File: src/rtl/flyer_swarm_move_pkg.sv
// Shared types and constants for the flyer swarm: channel FSM states, LFSR constants, timer helpers.
package flyer_pkg;

  typedef enum logic [1:0] {
    FLY_WAIT = 2'd0,
    FLY_FLY  = 2'd1,
    FLY_HIT  = 2'd2
  } flyer_state_t;

  localparam int unsigned MAX_FLYERS   = 8;
  localparam int unsigned LFSR_W       = 16;
  localparam int unsigned SAMPLE_W     = 8;
  localparam int unsigned TIMER_W      = 10;
  localparam int unsigned RESPAWN_BASE = 64;

  localparam logic [LFSR_W-1:0] LFSR_TAPS = 16'hB400;
  localparam logic [LFSR_W-1:0] LFSR_SEED = 16'hACE1;

  // One Galois shift: output bit 0 folds back through the tap mask.
  function automatic logic [LFSR_W-1:0] lfsr_step(input logic [LFSR_W-1:0] v);
    return (v >> 1) ^ (v[0] ? LFSR_TAPS : '0);
  endfunction

  // Respawn delay after escape or explosion: 64 + 2*sample frames.
  function automatic logic [TIMER_W-1:0] respawn_delay(input logic [SAMPLE_W-1:0] s);
    return TIMER_W'(RESPAWN_BASE) + TIMER_W'({s, 1'b0});
  endfunction

endpackage

File: src/rtl/flyer_swarm_move_channel.sv
// One flyer: spawn-delay timer, WAIT/FLY/HIT state machine and fixed-point position accumulators.
module flyer_channel
  import flyer_pkg::*;
#(
  parameter int unsigned COORD_W     = 11,
  parameter int unsigned FRAC_BITS   = 6,
  parameter int          X_SPEED     = -120,
  parameter int          Y_SPEED     = 70,
  parameter int          SPAWN_X     = 680,
  parameter int          SPAWN_Y     = 60,
  parameter int          TOP_EDGE    = 20,
  parameter int          BOTTOM_EDGE = 180,
  parameter int          LEFT_EDGE   = -50,
  parameter int unsigned FIRST_TIMER = 100,
  parameter int unsigned HIT_FRAMES  = 12,
  parameter int unsigned FLIP_THRESH = 64
) (
  input  logic                      i_clk,
  input  logic                      i_reset,
  input  logic                      i_sof,
  input  logic                      i_pause,
  input  logic                      i_hit,
  input  logic [SAMPLE_W-1:0]       i_sample,
  output logic signed [COORD_W-1:0] o_top_left_x,
  output logic signed [COORD_W-1:0] o_top_left_y,
  output logic                      o_active,
  output logic                      o_hit_anim,
  output logic                      o_escaped_pulse,
  output logic                      o_killed_pulse
);

  localparam int unsigned ACC_W = COORD_W + FRAC_BITS + 1;
  localparam int unsigned HIT_W = (HIT_FRAMES > 1) ? $clog2(HIT_FRAMES) : 1;

  localparam logic signed [ACC_W-1:0] SPAWN_X_ACC = ACC_W'(SPAWN_X) <<< FRAC_BITS;
  localparam logic signed [ACC_W-1:0] SPAWN_Y_ACC = ACC_W'(SPAWN_Y) <<< FRAC_BITS;
  localparam logic signed [ACC_W-1:0] X_STEP      = ACC_W'(X_SPEED);
  localparam logic signed [ACC_W-1:0] Y_STEP      = ACC_W'(Y_SPEED);
  localparam logic signed [ACC_W-1:0] TOP_LIM     = ACC_W'(TOP_EDGE);
  localparam logic signed [ACC_W-1:0] BOT_LIM     = ACC_W'(BOTTOM_EDGE);
  localparam logic signed [ACC_W-1:0] LEFT_LIM    = ACC_W'(LEFT_EDGE);

  flyer_state_t             r_state, w_state_nxt;
  logic [TIMER_W-1:0]       r_timer, w_timer_nxt;
  logic [HIT_W-1:0]         r_hit_cnt, w_hit_cnt_nxt;
  logic signed [ACC_W-1:0]  r_x, w_x_nxt;
  logic signed [ACC_W-1:0]  r_y, w_y_nxt;
  logic                     r_up, w_up_nxt;
  logic                     r_active, r_hit_anim, r_esc, r_kill;
  logic                     w_esc_nxt, w_kill_nxt;

  logic                     w_frame;
  logic signed [ACC_W-1:0]  w_x_step, w_x_new_px, w_y_px, w_y_step;
  logic                     w_flip, w_up_fly;

  assign w_frame    = i_sof & ~i_pause;
  assign w_x_step   = r_x + X_STEP;
  assign w_x_new_px = w_x_step >>> FRAC_BITS;
  assign w_y_px     = r_y >>> FRAC_BITS;
  assign w_flip     = ({1'b0, i_sample} < 9'(FLIP_THRESH));

  // Edge bounce overrides the random flip; direction is chosen before the Y step.
  assign w_up_fly = (w_y_px < TOP_LIM) ? 1'b0 :
                    (w_y_px > BOT_LIM) ? 1'b1 :
                    w_flip             ? ~r_up : r_up;
  assign w_y_step = w_up_fly ? (r_y - Y_STEP) : (r_y + Y_STEP);

  always_comb begin
    w_state_nxt   = r_state;
    w_timer_nxt   = r_timer;
    w_hit_cnt_nxt = r_hit_cnt;
    w_x_nxt       = r_x;
    w_y_nxt       = r_y;
    w_up_nxt      = r_up;
    w_esc_nxt     = 1'b0;
    w_kill_nxt    = 1'b0;
    unique case (r_state)
      FLY_WAIT: begin
        if (w_frame) begin
          if (r_timer == '0) w_state_nxt = FLY_FLY;
          else               w_timer_nxt = r_timer - TIMER_W'(1);
        end
      end
      FLY_FLY: begin
        // A hit wins over a same-cycle frame strobe, so the position freezes where it was.
        if (i_hit && !i_pause) begin
          w_state_nxt   = FLY_HIT;
          w_hit_cnt_nxt = HIT_W'(HIT_FRAMES - 1);
          w_kill_nxt    = 1'b1;
        end else if (w_frame) begin
          w_x_nxt  = w_x_step;
          w_y_nxt  = w_y_step;
          w_up_nxt = w_up_fly;
          if (w_x_new_px <= LEFT_LIM) begin
            w_state_nxt = FLY_WAIT;
            w_esc_nxt   = 1'b1;
            w_timer_nxt = respawn_delay(i_sample);
            w_x_nxt     = SPAWN_X_ACC;
            w_y_nxt     = SPAWN_Y_ACC;
            w_up_nxt    = 1'b0;
          end
        end
      end
      FLY_HIT: begin
        if (w_frame) begin
          if (r_hit_cnt == '0) begin
            w_state_nxt = FLY_WAIT;
            w_timer_nxt = respawn_delay(i_sample);
            w_x_nxt     = SPAWN_X_ACC;
            w_y_nxt     = SPAWN_Y_ACC;
            w_up_nxt    = 1'b0;
          end else begin
            w_hit_cnt_nxt = r_hit_cnt - HIT_W'(1);
          end
        end
      end
      default: w_state_nxt = FLY_WAIT;
    endcase
  end

  always_ff @(posedge i_clk or posedge i_reset) begin
    if (i_reset) begin
      r_state    <= FLY_WAIT;
      r_timer    <= TIMER_W'(FIRST_TIMER);
      r_hit_cnt  <= '0;
      r_x        <= SPAWN_X_ACC;
      r_y        <= SPAWN_Y_ACC;
      r_up       <= 1'b0;
      r_active   <= 1'b0;
      r_hit_anim <= 1'b0;
      r_esc      <= 1'b0;
      r_kill     <= 1'b0;
    end else begin
      r_state    <= w_state_nxt;
      r_timer    <= w_timer_nxt;
      r_hit_cnt  <= w_hit_cnt_nxt;
      r_x        <= w_x_nxt;
      r_y        <= w_y_nxt;
      r_up       <= w_up_nxt;
      r_active   <= (w_state_nxt == FLY_FLY);
      r_hit_anim <= (w_state_nxt == FLY_HIT);
      r_esc      <= w_esc_nxt;
      r_kill     <= w_kill_nxt;
    end
  end

  assign o_top_left_x    = COORD_W'(r_x >>> FRAC_BITS);
  assign o_top_left_y    = COORD_W'(r_y >>> FRAC_BITS);
  assign o_active        = r_active;
  assign o_hit_anim      = r_hit_anim;
  assign o_escaped_pulse = r_esc;
  assign o_killed_pulse  = r_kill;

endmodule

File: src/rtl/flyer_swarm_move.sv
// Flyer swarm top: shared frame-rate LFSR, per-channel random sample slicing, one flyer_channel each.
module flyer_swarm_move
  import flyer_pkg::*;
#(
  parameter int unsigned NUM_FLYERS  = 4,
  parameter int unsigned COORD_W     = 11,
  parameter int unsigned FRAC_BITS   = 6,
  parameter int          X_SPEED     = -120,
  parameter int          Y_SPEED     = 70,
  parameter int          START_TLX   = 680,
  parameter int          START_TLY   = 60,
  parameter int          Y_STEP      = 40,
  parameter int          TOP_EDGE    = 20,
  parameter int          BOTTOM_EDGE = 180,
  parameter int          LEFT_EDGE   = -50,
  parameter int unsigned FIRST_DELAY = 100,
  parameter int unsigned HIT_FRAMES  = 12,
  parameter int unsigned FLIP_THRESH = 64
) (
  input  logic                            clk,
  input  logic                            reset,
  input  logic                            startOfFrame,
  input  logic                            pause,
  input  logic [10:0]                     RNG,
  input  logic [NUM_FLYERS-1:0]           hit,
  output logic [NUM_FLYERS*COORD_W-1:0]   topLeftX,
  output logic [NUM_FLYERS*COORD_W-1:0]   topLeftY,
  output logic [NUM_FLYERS-1:0]           flyerActive,
  output logic [NUM_FLYERS-1:0]           flyerHitAnim,
  output logic [NUM_FLYERS-1:0]           escapedPulse,
  output logic [NUM_FLYERS-1:0]           killedPulse
);

  logic [LFSR_W-1:0] r_lfsr;
  logic [LFSR_W-1:0] w_mix;

  // The LFSR keeps running through pause so the random sequence never stalls.
  always_ff @(posedge clk or posedge reset) begin
    if (reset)             r_lfsr <= LFSR_SEED;
    else if (startOfFrame) r_lfsr <= lfsr_step(r_lfsr);
  end

  assign w_mix = r_lfsr ^ {RNG, 5'b0};

  for (genvar i = 0; i < int'(NUM_FLYERS); i++) begin : g_ch
    localparam int unsigned LSB = (i % 2) * SAMPLE_W;
    logic [SAMPLE_W-1:0] w_sample;
    assign w_sample = w_mix[LSB +: SAMPLE_W];

    flyer_channel #(
      .COORD_W     (COORD_W),
      .FRAC_BITS   (FRAC_BITS),
      .X_SPEED     (X_SPEED),
      .Y_SPEED     (Y_SPEED),
      .SPAWN_X     (START_TLX),
      .SPAWN_Y     (START_TLY + i * Y_STEP),
      .TOP_EDGE    (TOP_EDGE),
      .BOTTOM_EDGE (BOTTOM_EDGE),
      .LEFT_EDGE   (LEFT_EDGE),
      .FIRST_TIMER (FIRST_DELAY + 16 * i),
      .HIT_FRAMES  (HIT_FRAMES),
      .FLIP_THRESH (FLIP_THRESH)
    ) u_channel (
      .i_clk           (clk),
      .i_reset         (reset),
      .i_sof           (startOfFrame),
      .i_pause         (pause),
      .i_hit           (hit[i]),
      .i_sample        (w_sample),
      .o_top_left_x    (topLeftX[i*COORD_W +: COORD_W]),
      .o_top_left_y    (topLeftY[i*COORD_W +: COORD_W]),
      .o_active        (flyerActive[i]),
      .o_hit_anim      (flyerHitAnim[i]),
      .o_escaped_pulse (escapedPulse[i]),
      .o_killed_pulse  (killedPulse[i])
    );
  end

endmodule

File: config.mk
export PLATFORM = sky130hd
export DESIGN_NAME = flyer_swarm_move
export DESIGN_NICKNAME = d
export VERILOG_FILES = /design/src/rtl/flyer_swarm_move_pkg.sv /design/src/rtl/flyer_swarm_move_channel.sv /design/src/rtl/flyer_swarm_move.sv
export SDC_FILE = /design/constraint.sdc
export NUM_CORES = 1
export LEC_CHECK = 0
export CAP_MARGIN = 0
export CORE_MARGIN = 2
export CORE_UTILIZATION = 42
export DETAILED_ROUTE_END_ITERATION = 6
export PLACE_DENSITY = 0.71
export SYNTH_ARGS = -nofsm -noshare
export SYNTH_HDL_FRONTEND = slang
export SYNTH_SLANG_ARGS = --single-unit
File: constraint.sdc
create_clock -name clk -period 13.5 [get_ports clk]
set_input_delay 3.375 -clock clk [delete_from_list [all_inputs] [get_ports clk]]
set_output_delay 3.375 -clock clk [all_outputs]
set_load 0.05 [all_outputs]
==> results of run 1 <==
## routing by layer
layer / share of wire, % / vias to the layer above / global-route usage [%] / wire [um]
met5: 0 / - / 0 / 0
met2: 47 / 311 / 31.8 / 17300
met3: 4.2 / 66 / 2.30 / 1540
met4: 2.6 / 0 / 5.60 / 957
met1: 46 / 6364 / 25.0 / 16900
li1: - / 6490 / - / -
## flip-flops by register name, summed over array words and instances (netlist names)
name and count:
g_ch.u_channel.r_timer 40, g_ch.u_channel.r_up 4, g_ch.u_channel.r_x 60, g_ch.u_channel.o_killed_pulse 4, g_ch.u_channel.r_hit_cnt 16, r_lfsr 16, g_ch.u_channel.o_escaped_pulse 4, g_ch.u_channel.o_hit_anim 4
g_ch.u_channel.o_active 4, g_ch.u_channel.r_state 8, g_ch.u_channel.r_y 68
## power by group through the flow
stage | Sequential (mW) | Combinational (mW) | Clock, mW
finish | 1.31 | 3.10 | 0.807
global placement | 1.30 | 3.01 | 0
floorplan | 1.20 | 2.60 | 0
CTS | 1.31 | 3.10 | 0.829
detailed placement | 1.31 | 3.09 | 0
global route | 1.36 | 3.46 | 0.853
## final timing paths
kind	start	to	slack (ns)	cells after the start
setup / recovery	RNG[10]	g_ch[1].u_channel.r_y[14]	6.30	16
hold / removal	g_ch[1].u_channel.r_y[4]	g_ch[1].u_channel.r_y[4]	0.49	2
setup reg to reg	r_lfsr[15]	g_ch[1].u_channel.r_y[14]	9.05	15
hold reg to reg	g_ch[1].u_channel.r_y[4]	g_ch[1].u_channel.r_y[4]	0.49	2
max in group asynchronous	reset	g_ch[2].u_channel.r_x[10]	8.65	3
min in group asynchronous	reset	g_ch[1].u_channel.r_x[8]	3.37	2
## cell families (layout without fill, tap and decap cells)
kind of cell / count (synthesis) / after routing / share of synthesized area, %
AOI/OAI and AO/OA: 523 / 523 / 21.3
xor gates and xnor gates: 88 / 88 / 4.92
adders and majority gates: 98 / 98 / 7.95
buffers and inverters: 244 / 256 / 8.44
DFF: 228 / 228 / 36.5
muxes: 25 / 25 / 1.72
and+or+nand+nor: 625 / 625 / 19.2
## worst register-to-register path, stage by stage, from the launching register on
cell,delay (ns)
dfstp_2,0.56
xor2_1,0.26
nor2_1,0.16
xnor2_1,0.15
o211ai_1,0.28
nand2_1,0.17
inv_1,0.40
ha_1,0.36
o21ai_0,0.16
nor2_1,0.10
o41ai_1,0.40
o21ai_0,0.21
o41ai_1,0.54
o21ai_0,0.22
xnor2_1,0.16
a22o_1,0.19
## cells in the final DEF, fill, tap and decap left out, drive strengths merged, types with 24 or more instances in the layout
cell type | synthesis | routed
nor2b | 25 | 25
ha | 94 | 94
xnor2 | 42 | 42
a31oi | 29 | 29
a21o | 24 | 24
clkdlybuf4s50 | 0 | 122
a21oi | 96 | 96
nand2 | 172 | 172
dfstp | 50 | 50
clkbuf | 60 | 44
dfrtp | 178 | 178
o31ai | 51 | 51
o21ai | 176 | 176
inv | 67 | 69
nor2 | 165 | 165
xor2 | 46 | 46
nor3 | 57 | 57
nand3 | 56 | 56
## area by class of cell
type / instances / area (um2) / share of cell area, %
Timing Repair Buffer: 135 / 1320 / 7.45
Multi-Input combinational cell: 1359 / 8720 / 49.3
Sequential cell: 228 / 5770 / 32.6
Clock inverter: 10 / 141 / 0.799
Inverter: 67 / 259 / 1.46
Clock buffer: 44 / 852 / 4.82
Tap cell: 511 / 639 / 3.61
==> results_dict.tcl, run 1 <==
set metrics [dict create \
    cts_sinks 228 \
    p_per_area_nw_per_um2 295 \
    gp_congestion 0.898 \
    antenna_left 0 \
    required_ns 13.94 \
    placed_cell_area_um2 16700 \
    insertion_delay_ns 0.56 \
    rsz0062_at_grt "false" \
    clockBufferDepth 3 \
    syn_inst 1831 \
    ys_ff_latch 228 \
    max_slew.worst_pin.slew_ns 1.21 \
    final-instance-count-excl-fill 2354 \
    setup_ws_ns 6.30 \
    pin_count 123 \
    antenna_cells 0 \
    dp.cells 2300 \
    antenna_found_initial 0 \
    track_usage_pct 18.8 \
    io_buffer_count 122 \
    cts_tree "done" \
    path_cells "clkdlybuf4s50_1 > xor2_1 > nor2_1 > xnor2_1 > o211ai_1 > nand2_1 > inv_1 > ha_1 > o21ai_0 > nor2_1 > o41ai_1 > o21ai_0 > o41ai_1 > o21ai_0 > xnor2_1 > a22o_1" \
    power_switching_mw 2.52 \
    setup_tns_ns 0 \
    htreeDepth 1 \
    synth_common_cells "178 x dfrtp_1, 174 x o21ai_0, 172 x nand2_1" \
    cts_resized 0 \
    status "completed" \
    min_path_type "flip-flop to flip-flop" \
    first_pass_iters 7 \
    clkPwrFrac_pct 15.5 \
    synth_area_leader_cell "dfrtp_1" \
    cts_root_buffer "clkbuf_16" \
    start_util_pct 42.3 \
    core_um2 37400 \
    maxCapViolCount 0 \
    layout.nets 1937 \
    routedWlPerCell_um 15.6 \
    cp-start-kind "input port" \
    fin_area_um2 17700 \
    wl_mm 36.7 \
    fin_crit_sh_pct 53.3 \
    drc 0 \
    synth_warnings 0 \
    grt_max_degree 116 \
    rows 71 \
    die_w_um 198 \
    cts_buffers 29 \
    synth_top_area_share_pct 28.2 \
    critPathMaxStageDelay_ns 0.54 \
    max_freq_mhz 139 \
    synth_ff_type "dfrtp_1" \
    slowest_stage "o41ai_1" \
    hold_viol_final 0 \
    combPwrFrac_pct 59.5 \
    routed_via_density 5.62 \
    utilization_pct 47.3 \
    crit_fanout 14 \
    worst_setup_path_end_kind "flip-flop" \
    swShare_pct 48.3 \
    report.final.slew_viol_count 0 \
    total_power_mw 5.22 \
    crit_buf_inv 2 \
    layout-drive-gt1-share_pct 8.57 \
    synth.distinct_cells 86 \
    drtIter0Drc 719 \
    clk_pin_slew_worst_paths_ns 0.06 \
    ir_worst_vdd_mv 0.245 \
    die_area_um2 39200 \
    avgSynthCellArea_um2 8.63 \
    critPathKind "input port to flip-flop" \
    setup_viol 0 \
    grt_pass1_vias 12600 \
    grt.overflow.total 0 \
    p_leak_nw 7.52 \
    die_y_um 198 \
    skew_ns 0.00989 \
    seq_power_share_pct 25.0 \
    synth_nets 1948 \
    syn_area_um2 15800 \
    p_int_mw 2.70 \
    post_cts_buffers 0 \
    nFillCells 3545 \
    synth_area_leaders "dfrtp_1 28%, dfstp_2 8.3%, ha_1 7.4%, o21ai_0 5.5%, buf_4 4.9%" \
    synthToLayoutAreaGrowth_pct 11.9 \
    hold_buffers 0 \
    period_needed_ns 7.20 \
    grt_pass1_wl_mm 61.8 \
    maxSlewHeadroom_pct 19.5 \
    cp_top_family "compound AO/OA/AOI/OAI gates" \
    hpwl_mm 25.3 \
    hold-worst-slack_ns 0.489 \
    dp_slack_ns 5.74 \
    crit_top_cell "o21ai_0" \
    cp.arrival_ns 7.64 \
    synth_edf_count 0 \
    via_count 13200 \
    async_flop_share_pct 100 \
    synth.most_common_cell "dfrtp_1" \
    seq_area_frac_synth_pct 36.5 \
]
Power figures use the tool's default switching activity.
==> run 2, diff against run 1 <==
- PLACE_DENSITY: 0.71 -> 0.73
- clock period: 13.5 -> 5.9 ns (I/O delays scaled with it)
==> run 2 against run 1 <==
Via count grew 0.39%. Largest power group unchanged. Clock-buffer cell count shrank 7. Highest routed layer is now met5. Cell area grew 0.41%. Flip-flop and latch count is the same. Critical path depth is the same. Clock skew grew 0.015 ns.
==> results_dict.tcl, run 2 (synthesized netlist as in run 1, its figures left out) <==
set metrics [dict create \
    utilization_pct 47.5 \
    drtIter0Drc 992 \
    startpoint "RNG[2]" \
    cts_resized 0 \
    required_ns 6.32 \
    first_pass_iters 5 \
    p_per_area_nw_per_um2 671 \
    core_um2 37400 \
    maxSlewHeadroom_pct 17.2 \
    hold_buffers 0 \
    r2r_start "r_lfsr[7]" \
    layout.nets 1950 \
    die_area_um2 39200 \
    synthToLayoutAreaGrowth_pct 12.4 \
    cp-start-kind "input port" \
    hold-worst-slack_ns 0.481 \
    hpwl_mm 25.8 \
    antenna_left 0 \
    layout-drive-gt1-share_pct 9.48 \
    setup_tns_ns 0 \
    dp_slack_ns 0.128 \
    p_leak_nw 7.58 \
    hold_viol_final 0 \
    reg2reg_slack_ns 1.60 \
    track_usage_pct 18.9 \
    antenna_found_initial 1 \
    worst_setup_path_end_kind "flip-flop" \
    fin_area_um2 17800 \
    htreeDepth 1 \
    critPathKind "input port to flip-flop" \
    cts_buffers 29 \
    setup_ws_ns 0.774 \
    pin_count 123 \
    crit_fanout 8 \
    final_cell_mix "178 x dfrtp_1, 173 x o21ai_0, 172 x nand2_1, 164 x nor2_1, 122 x clkdlybuf4s50_1" \
    cts_root_buffer "clkbuf_16" \
    final_common_cell "dfrtp_1" \
    reg.largest.list "g_ch.u_channel.r_y (68), g_ch.u_channel.r_x (60), g_ch.u_channel.r_timer (40)" \
    final-instance-count-excl-fill 2367 \
    ir_worst_vdd_mv 0.537 \
    rr_worst_depth 15 \
    gp_congestion 0.905 \
    post_cts_buffers 0 \
    die_y_um 198 \
    grt_pass1_wl_mm 61.9 \
    cp.arrival_ns 5.54 \
    period_needed_ns 5.13 \
    cts_sinks 228 \
    maxCapViolCount 0 \
    clockBufferDepth 3 \
    antenna_cells 0 \
    nFillCells 3566 \
    drc 0 \
    placed_cell_area_um2 16800 \
    routedWlPerCell_um 15.7 \
    rows 71 \
    cts_tree "done" \
    max_slew.worst_pin.slew_ns 1.23 \
    max_freq_mhz 195 \
    skew_ns 0.0251 \
    via_count 13300 \
    clk_pin_slew_worst_paths_ns 0.06 \
    largest_reg_flops 68 \
    dp.cells 2313 \
    regMostFlops "g_ch.u_channel.r_y" \
    fin_crit_sh_pct 86.9 \
    min_path_type "flip-flop to flip-flop" \
    routed_via_density 5.61 \
    die_w_um 198 \
    total_power_mw 11.9 \
    grt_max_degree 128 \
    wl_mm 37.1 \
    insertion_delay_ns 0.57 \
    grt.overflow.total 0 \
    rsz0062_at_grt "false" \
    r2r-end "g_ch[0].u_channel.r_y[15]" \
    report.final.slew_viol_count 0 \
    setup_viol 0 \
    grt_pass1_vias 12600 \
    status "completed" \
    crit_path_end "g_ch[0].u_channel.r_y[15]" \
    start_util_pct 42.3 \
    io_buffer_count 122 \
]
[run 2: cell count changes in the layout (fill, tap and decap cells not counted), moves of 2 or more]
cell / change
clkinv_2: +8
buf_4: +12
inv_8: -2
clkbuf_1: -6
[run 2: where the power goes]
part	switching, mW	leakage (nW)	internal (mW)	total [mW]
Sequential	0.726	2.82	2.27	3.00
Combinational	4.33	4.27	2.80	7.13
Clock	0.730	0.487	1.06	1.79
[run 2: per-layer routing]
layer	GRT usage (%)	up-vias	share of wire, %
li1	-	6482	-
met1	25.2	6427	46
met2	31.5	303	47
met3	3.25	68	4.6
met4	5.71	2	2.3
met5	0	-	0.032
[run 2: layout make-up]
class                   instances  area, um2  share of cell area (%)
clock buffers                  37        816                    4.59
clock inverters                17        149                   0.838
inverters                      67        255                    1.44
multi-input cells            1359       8710                    49.0
flip-flops and latches        228       5770                    32.5
well taps                     511        639                    3.60
repair buffers                148       1430                    8.04
[run 2: worst min-delay path by stage]
stage / start / endpoint / slack (ns) / cells past startpoint
5_1_grt: g_ch[3].u_channel.r_y[11] / g_ch[3].u_channel.r_y[11] / 0.50 / 2
6_report: g_ch[3].u_channel.r_y[4] / g_ch[3].u_channel.r_y[4] / 0.48 / 2
4_1_cts: g_ch[3].u_channel.r_y[10] / g_ch[3].u_channel.r_y[10] / 0.49 / 2
2_1_floorplan: g_ch[1].u_channel.r_y[3] / g_ch[1].u_channel.r_y[3] / 0.45 / 2
3_5_place_dp: g_ch[1].u_channel.r_y[4] / g_ch[1].u_channel.r_y[4] / 0.47 / 2
3_3_place_gp: g_ch[1].u_channel.r_y[4] / g_ch[1].u_channel.r_y[4] / 0.47 / 2
[run 2: critical path, stage by stage]
cell	delay, ns
clkdlybuf4s50_1	0.47
xor2_1	0.24
nor2_1	0.13
xnor2_1	0.14
o211ai_1	0.23
nor2b_1	0.52
inv_1	0.16
ha_1	0.38
or2_2	0.29
a21oi_1	0.19
a211oi_1	0.09
a2111oi_0	0.56
nor2_1	0.16
a31oi_1	0.23
xor2_1	0.16
o21ai_0	0.09
